$ cat config.mk
export PLATFORM = sky130hd
export DESIGN_NAME = output_arbiter
export DESIGN_NICKNAME = d
export VERILOG_FILES = /design/src/rtl/output_arbiter_pkg.sv /design/src/rtl/output_arbiter_rr_pick.sv /design/src/rtl/output_arbiter.sv
export SDC_FILE = /design/constraint.sdc
export NUM_CORES = 1
export LEC_CHECK = 0
export ABC_AREA = 0
export CAP_MARGIN = 20
export CORE_MARGIN = 3
export CORE_UTILIZATION = 44
export DETAILED_ROUTE_END_ITERATION = 12
export PLACE_DENSITY = 0.81
export SKIP_LAST_GASP = 1
export SYNTH_ARGS = -nofsm -noshare
export SYNTH_HDL_FRONTEND = slang
export SYNTH_SLANG_ARGS = --single-unit
export TNS_END_PERCENT = 50
$ cat constraint.sdc
create_clock -name clk -period 2.45 [get_ports clk]
set_input_delay 0.6125 -clock clk [delete_from_list [all_inputs] [get_ports clk]]
set_output_delay 0.6125 -clock clk [all_outputs]
set_load 0.01 [all_outputs]
$ cat src/rtl/output_arbiter_pkg.sv
// rtl/output_arbiter_pkg.sv - shared state encoding, defaults and slice helper for output_arbiter
package output_arbiter_pkg;

  // One-hot state vector: bit positions and width
  localparam int ST_W      = 4;
  localparam int ST_IDLE_B  = 0;
  localparam int ST_GRANT_B = 1;
  localparam int ST_HOLD_B  = 2;
  localparam int ST_DRAIN_B = 3;

  typedef enum logic [ST_W-1:0] {
    ST_IDLE  = 4'(1 << ST_IDLE_B),
    ST_GRANT = 4'(1 << ST_GRANT_B),
    ST_HOLD  = 4'(1 << ST_HOLD_B),
    ST_DRAIN = 4'(1 << ST_DRAIN_B)
  } state_t;

  // Tape character width used when the top is not overridden
  localparam int DATA_W_DEF = 5;

  // Lowest bit of requester idx inside a packed idx-major data bus
  function automatic int slice_lsb(input int idx, input int width);
    return idx * width;
  endfunction

endpackage

$ cat src/rtl/output_arbiter_rr_pick.sv
// rtl/output_arbiter_rr_pick.sv - combinational winner select; OUTPUT_ARB_FIXED_PRIO_EN selects lowest-index priority
module rr_pick
  import output_arbiter_pkg::*;
#(
  parameter int N_REQ = 2,
  parameter int IDX_W = $clog2(N_REQ)
) (
  input  logic [N_REQ-1:0] req,
  input  logic [IDX_W-1:0] ptr,
  output logic [IDX_W-1:0] winner,
  output logic             valid
);

`ifdef OUTPUT_ARB_FIXED_PRIO_EN
  // The search origin is meaningless here; fold it away without leaving a dangling input
  logic ptr_unused;
  assign ptr_unused = ^ptr;

  // Lowest asserted index wins; scan downwards so the last hit is the smallest
  always_comb begin
    winner = '0;
    valid  = 1'b0;
    for (int i = N_REQ - 1; i >= 0; i--) begin
      if (req[i]) begin
        winner = IDX_W'(i);
        valid  = 1'b1;
      end
    end
  end
`else
  // Walk the requesters starting at ptr, wrapping at N_REQ, and take the first one asserted
  always_comb begin
    logic [IDX_W-1:0] idx;
    winner = '0;
    valid  = 1'b0;
    idx    = '0;
    for (int k = 0; k < N_REQ; k++) begin
      idx = IDX_W'((int'(ptr) + k) % N_REQ);
      if (!valid && req[idx]) begin
        winner = idx;
        valid  = 1'b1;
      end
    end
  end
`endif

endmodule

$ cat src/rtl/output_arbiter.sv
// rtl/output_arbiter.sv - shares the tape output channel among N_REQ four-phase requesters; OUTPUT_ARB_FIXED_PRIO_EN selects fixed priority
module output_arbiter
  import output_arbiter_pkg::*;
#(
  parameter int N_REQ  = 2,
  parameter int DATA_W = DATA_W_DEF
) (
  input  logic                    clk,
  input  logic                    reset,
  input  logic [N_REQ-1:0]        req_rdy,
  input  logic [N_REQ*DATA_W-1:0] req_data,
  output logic [N_REQ-1:0]        req_ack,
  output logic                    output_rdy,
  input  logic                    output_ack,
  output logic [DATA_W-1:0]       output_data,
  output logic                    busy
);

  localparam int IDX_W = $clog2(N_REQ);

  state_t             state_q;
  state_t             state_d;
  logic [IDX_W-1:0]   grant_q;
  logic [IDX_W-1:0]   ptr_q;
  logic [IDX_W-1:0]   pick_idx;
  logic               pick_valid;
  logic [DATA_W-1:0]  data_q;
  logic               take_grant;

  rr_pick #(
    .N_REQ (N_REQ),
    .IDX_W (IDX_W)
  ) u_pick (
    .req    (req_rdy),
    .ptr    (ptr_q),
    .winner (pick_idx),
    .valid  (pick_valid)
  );

  assign take_grant = (state_q == ST_IDLE) && pick_valid;

  // State register; reset abandons any transfer in flight
  always_ff @(posedge clk) begin
    if (reset) begin
      state_q <= ST_IDLE;
    end else begin
      state_q <= state_d;
    end
  end

  // Capture the winner and its character at grant time; both hold until the next grant
  always_ff @(posedge clk) begin
    if (reset) begin
      grant_q <= '0;
      data_q  <= '0;
    end else if (take_grant) begin
      grant_q <= pick_idx;
      data_q  <= req_data[slice_lsb(int'(pick_idx), DATA_W) +: DATA_W];
    end
  end

`ifdef OUTPUT_ARB_FIXED_PRIO_EN
  assign ptr_q = '0;
`else
  // Round-robin origin moves to the requester after the one just granted
  always_ff @(posedge clk) begin
    if (reset) begin
      ptr_q <= '0;
    end else if (take_grant) begin
      ptr_q <= (pick_idx == IDX_W'(N_REQ - 1)) ? '0 : pick_idx + 1'b1;
    end
  end
`endif

  // Next-state and decoded outputs; outputs depend only on registered state and grant
  always_comb begin
    state_d    = state_q;
    output_rdy = 1'b0;
    req_ack    = '0;
    case (state_q)
      ST_IDLE: begin
        if (pick_valid) state_d = ST_GRANT;
      end
      ST_GRANT: begin
        output_rdy = 1'b1;
        if (output_ack) state_d = ST_HOLD;
      end
      ST_HOLD: begin
        output_rdy       = 1'b1;
        req_ack[grant_q] = 1'b1;
        if (!req_rdy[grant_q]) state_d = ST_DRAIN;
      end
      ST_DRAIN: begin
        req_ack[grant_q] = 1'b1;
        if (!output_ack) state_d = ST_IDLE;
      end
      default: begin
        state_d = ST_IDLE;
      end
    endcase
  end

  assign busy        = (state_q != ST_IDLE);
  assign output_data = data_q;

endmodule

Word-level counts from Yosys, hierarchy flattened
Index checks and enable logic that the tools add are counted.
{"block": "totals", "regBits": 11, "wordCells": 48, "output_inout_bits": 9}
{"block": "op_classes", "n_reduce_logical": 7, "n_mul": 1, "n_eq_ne": 9, "n_lt_le_gt_ge": 4, "muxes": 20, "addsub": 2, "n_shift": 1}
{"op": "4-bit 2-to-1 mux", "n": 4}
{"op": "4-bit one-hot mux with 4 select lines", "n": 1}
{"op": "1-bit 2-to-1 mux", "n": 13}
{"op": "10-bit by 5-bit variable part select with 5-bit output", "n": 1}
{"op": "2-bit inequality test (second input constant)", "n": 4}
{"op": "1-bit by 2-bit < comparator with 1-bit output (second input constant)", "n": 3}
{"op": "4-bit by 1-bit == test with 1-bit output (second input constant)", "n": 1}
{"op": "4-bit by 2-bit == test with 1-bit output (second input constant)", "n": 1}
{"op": "4-bit by 3-bit == test with 1-bit output (second input constant)", "n": 1}
{"op": "4-bit == test (second input constant)", "n": 1}
{"op": "1-bit by 3-bit multiplier with 4-bit output (second input constant)", "n": 1}
{"op": "4-bit by 1-bit inequality test with 1-bit output (second input constant)", "n": 1}
{"op": "4-bit AND reduction", "n": 1}
{"op": "2-bit OR reduction", "n": 2}
{"op": "1-bit logical AND", "n": 3}
{"op": "1-bit adder (second input constant)", "n": 2}
{"op": "2-bit 2-to-1 mux", "n": 1}
{"op": "1-bit demux with 1-bit select", "n": 1}
{"op": "1-bit >= comparator (second input constant)", "n": 1}
{"op": "1-bit logical NOT", "n": 1}

Logic depth before layout (Yosys ltp)
Gate-level depths: netlist of the first run.
{"block": "logic_depth", "word_depth": 8, "ltp_mapped": 5, "depth_no_buf": 4}

Hierarchy
From an unflattened synthesis of the first run, not the netlist that was laid out.
{"block": "unflattened", "cells_unflattened": 68, "area_unflattened_um2": 608.1}
{"module": "output_arbiter", "seq_area_each_um2": 220.2, "cells_per_inst": 65, "n_inst": 1, "area_per_inst_um2": 590.6}
{"module": "rr_pick", "seq_area_each_um2": 0.0, "cells_per_inst": 3, "n_inst": 1, "area_per_inst_um2": 17.5}

Worst setup path after synthesis of the first run
OpenSTA, ideal clock, no wires.
{"block": "synth_path", "path_kind": "register to output", "from": "register state_q[3]", "to": "output port busy", "setup_slack_ns": 0.838, "stages_incl_launch_ff": 4, "required_ns": 1.837, "arrival_time_ns": 1.000, "path_cell_list": "dfxtp_1 > buf_6 > nor4b_4 > inv_2"}
{"block": "synth_via", "elab_chain_len": 1}
{"item": "start, declared", "line_no": "output_arbiter.sv:21", "text": "state_t state_q;"}
{"item": "start signal, assigned", "line_no": "output_arbiter.sv:47", "text": "state_q <= state_d;"}
{"item": "4-bit by 1-bit inequality test with 1-bit output", "line_no": "output_arbiter.sv:103", "text": "assign busy = (state_q != ST_IDLE);"}
{"item": "end, declared", "line_no": "output_arbiter.sv:16", "text": "output logic busy"}
Every way passes these cells.

Worst setup path in the final report of the first run
{"block": "layout_path", "from": "register state_q[1]", "to": "output port output_rdy"}
{"block": "layout_via", "elab_chain_len": 3, "word_cells_on_any_way": 4}
{"item": "4-bit by 3-bit == test with 1-bit output or 4-bit by 2-bit == test with 1-bit output (tied branches)", "line_no": "output_arbiter.sv:80", "text": "case (state_q)"}
{"item": "2-bit OR reduction (no line) (*)"}
{"item": "1-bit 2-to-1 mux (*)", "line_no": "output_arbiter.sv:80"}
{"item": "end, declared", "line_no": "output_arbiter.sv:13", "text": "output logic output_rdy,"}
Every way passes the cells marked *; elsewhere a longest branch is shown, timed or not.

==> impl_results.md, run 1 <==
- Outcome: finished, final reports clean
- Hold-fix buffers, CTS: 0
- Overall Global Routing Usage: 16.9%
- Crit-path cells: xnor2_1, nor3_1, clkdlybuf4s50_1
- Worst-path clk slew: 0.07 ns
- CP Class: reg2out
- # IOs: 24
- Dominant cells by area after synthesis: dfxtp_1 (36%), a221oi_1 (7.2%), o32ai_1 (7.2%)
- Post-synth top cells: dfxtp_1 (11), inv_1 (8), a221oi_1 (5), o32ai_1 (5)
- Depth of the CTS H-tree: 1
- Critical Path End Type: output port
- Pint: just under 400 uW
- Post-synth top area share: a little over a third
- Slowest CP cell: dfxtp_1
- Fmax: 440 MHz
- Crit-path max cell delay: 0.55 ns
- Vias in the first global route: 509
- Post-synthesis mux area share: under 10%
- Chip Height: roughly 43 um
- First-pass GRT wire length: 2.32 mm
- Overall Power: approximately 580 uW
- XOR/XNOR Fraction of Synth Area: 2.90%
- Worst-margin pin slew: 0.382 ns
- Synth async-reset ratio: 0%
- Total of max-cap violations: 0
- Die span in x: 43.1 um
- Post_cts resized: 0
- Synth Area in Compound Gates: approximately 29%
- Vias: 577
- Antenna Nets Post-Route: 0
- Layout area overhead: 42.4%
- Required @ worst endpoint: between 1.5 and 2 ns
- Reg2reg setup slack: just over 0.9 ns
- Die area: 0.00185 mm^2
- Cells after DPL: 99
- Synth Area in Adders: 0%
- Core Region: 0.00120 mm^2
- EDFF count, synth: 0
- Max clock buf depth: 2
- Final HPWL from detailed placement: approximately 1.1 mm
- Tightest Hold Check Type: reg2reg
- Setup TNS: 0 ns
- Cells after synthesis: 65
- Synth warnings: 0
- Synth area leader: dfxtp_1
- Most common cell in the netlist: dfxtp_1
- Fin crit share: 92.8%
- Sw power: 183 uW
- Via/cell ratio: ~5.6
- Sequential cell area fraction in the yosys report: a little over a third
- Detailed Routing Iterations Pass 1: 4
- Clock skew: slightly below 0.01 ns
- Initial detailed-routing violation count: 7
- Avg WL per Cell: 13.7 um
- Num rows: 12
- RePlAce Congestion: about 0.76
- Hold slack: 0.470 ns
- Tmin final: approximately 2.3 ns
- Gate power share: a little over a third
- Worst slew margin: 74.3%
- Finished Core Util: 71.7%
- CTS Sinks: 11
- Peak supply drop: 0.000469 V
- Post-synth top flop: dfxtp_1
- Yosys reg bits: 11
- Cell variety after synth: 29
- Worst-skew pair later-pin latency: 0.27 ns
- Syn Nets: 80
- Post-CTS Setup Bufs: 0
- Switching Share: 31.9%
- Port bufs: 23
- Seq pwr share: a little over two fifths
- Pwr dens: 668 mW/mm^2
- Post-route insts no fill: ~100
- Mapped Area: around 600 um^2
- Syn Area/Cell: 9.30 um^2
- Number of diodes: 0
- Critical Path AT: roughly 1.7 ns
- Setup crit start kind: flip-flop
- # nets final: 105
- LEAKAGE: 0.000315 uW
- Total gr overflow: 0
- Starting Density: 50.3%
- Count of final hold-check violations: 0
- Simple-Gate Fraction of Synth Area: between 10% and 20%
- CP Max Fanout: 9
- CTS tree: built
- Largest net degree at the start of global routing: 12
- CTS root buffer: clkbuf_4
- RSZ-0062 raised after global routing: false
- Drt total wl: 1.41 mm
- Clk pwr share: 21.5%
- DRC violations left: 0
- Fin. max-slew vios: 0
- CTS buffer count: 3
- Fraction of layout cells with a size suffix above 1: 13.5%
- Largest family of logic cells by synthesized area: compound AO/OA/AOI/OAI gates
- Final setup fails: 0
- Initial antenna violation count: 0
[state kept, by name (all words and copies together), names as in the netlist]
register,cells
state_q,4
output_data,5
ptr_q,1
grant_q,1
[power by group through the flow]
stage | Sequential [uW] | Clock, uW | Combinational [uW]
4_1_cts | 241 | 128 | 210
6_report | 242 | 124 | 210
3_3_place_gp | 246 | 0 | 207
3_5_place_dp | 246 | 0 | 208
5_1_grt | 247 | 137 | 228
2_1_floorplan | 234 | 0 | 124
[cell usage in the layout (no fill, tap or decap), types with 3 or more instances in the layout]
cell and count:
clkdlybuf4s50_1 23, dfxtp_1 9, inv_1 8, o32ai_1 5, a221oi_1 5, nor4_1 3, nor4b_1 3, clkbuf_4 3
[through the flow]
step | area (um^2) | worst slack [ns]
6_report | 861 | 0.176
5_1_grt | 861 | 0.00924
4_1_cts | 858 | 0.0484
3_5_place_dp | 832 | 0.346
3_3_place_gp | 832 | 0.367
2_1_floorplan | 604 | 0.838
[critical path: cells and delay by family (launching register included)]
kind,cells,cell delay [ns]
xor+xnor,1,0.14
buf+inv,1,0.55
flops,1,0.55
simple gates,1,0.14
[kinds of logic after synthesis]
family          count (synthesis)
buf+inv                        14
simple gates                   14
xor+xnor                        2
compound gates                 22
flops                          11
mux                             2
[final cells by class]
| type | instances | area (um^2) |
|---|---|---|
| flip-flops and latches | 11 | 223 |
| multi-input cells | 40 | 315 |
| clock buffers | 4 | 26.3 |
| well taps | 14 | 17.5 |
| repair buffers | 25 | 245 |
| fillers | 97 | 340 |
| inverters | 9 | 33.8 |
[metal layers]
layer / track usage (%) / routed length (um)
met3: 7.63 / 88
met5: 0 / 0
met4: 5.42 / 19
met1: 23.4 / 673
met2: 23.1 / 626
[worst paths after layout]
path	start	endpoint	depth (start not counted)
worst max-delay path	state_q[1]$_SDFFE_PP0P_	output_rdy	3
worst min-delay path	output_data[2]$_SDFFE_PP0P_	output_data[2]$_SDFFE_PP0P_	2
worst max register to register	state_q[0]$_SDFFE_PP1P_	output_data[0]$_SDFFE_PP0P_	4
worst min register to register	output_data[2]$_SDFFE_PP0P_	output_data[2]$_SDFFE_PP0P_	2
(Power assumes the default switching activity.)
==> run 2, diff against run 1 <==
--- a/config.mk
+++ b/config.mk
@@ -11,7 +11,7 @@
 export CORE_UTILIZATION = 44
 export DETAILED_ROUTE_END_ITERATION = 12
 export PLACE_DENSITY = 0.81
-export SKIP_LAST_GASP = 1
+export SKIP_CTS_REPAIR_TIMING = 1
 export SYNTH_ARGS = -nofsm -noshare
 export SYNTH_HDL_FRONTEND = slang
 export SYNTH_SLANG_ARGS = --single-unit
==> results of run 2 <==
Same layout as run 1: the final DEF is identical, and so are final timing and power.
==> run 3, diff against run 2 <==
--- a/config.mk
+++ b/config.mk
@@ -6,6 +6,7 @@
 export NUM_CORES = 1
 export LEC_CHECK = 0
 export ABC_AREA = 0
+export ABC_CLOCK_PERIOD_IN_PS = 2450
 export CAP_MARGIN = 20
 export CORE_MARGIN = 3
 export CORE_UTILIZATION = 44
==> results of run 3 <==
Same layout as run 1: the final DEF is identical, and so are final timing and power.
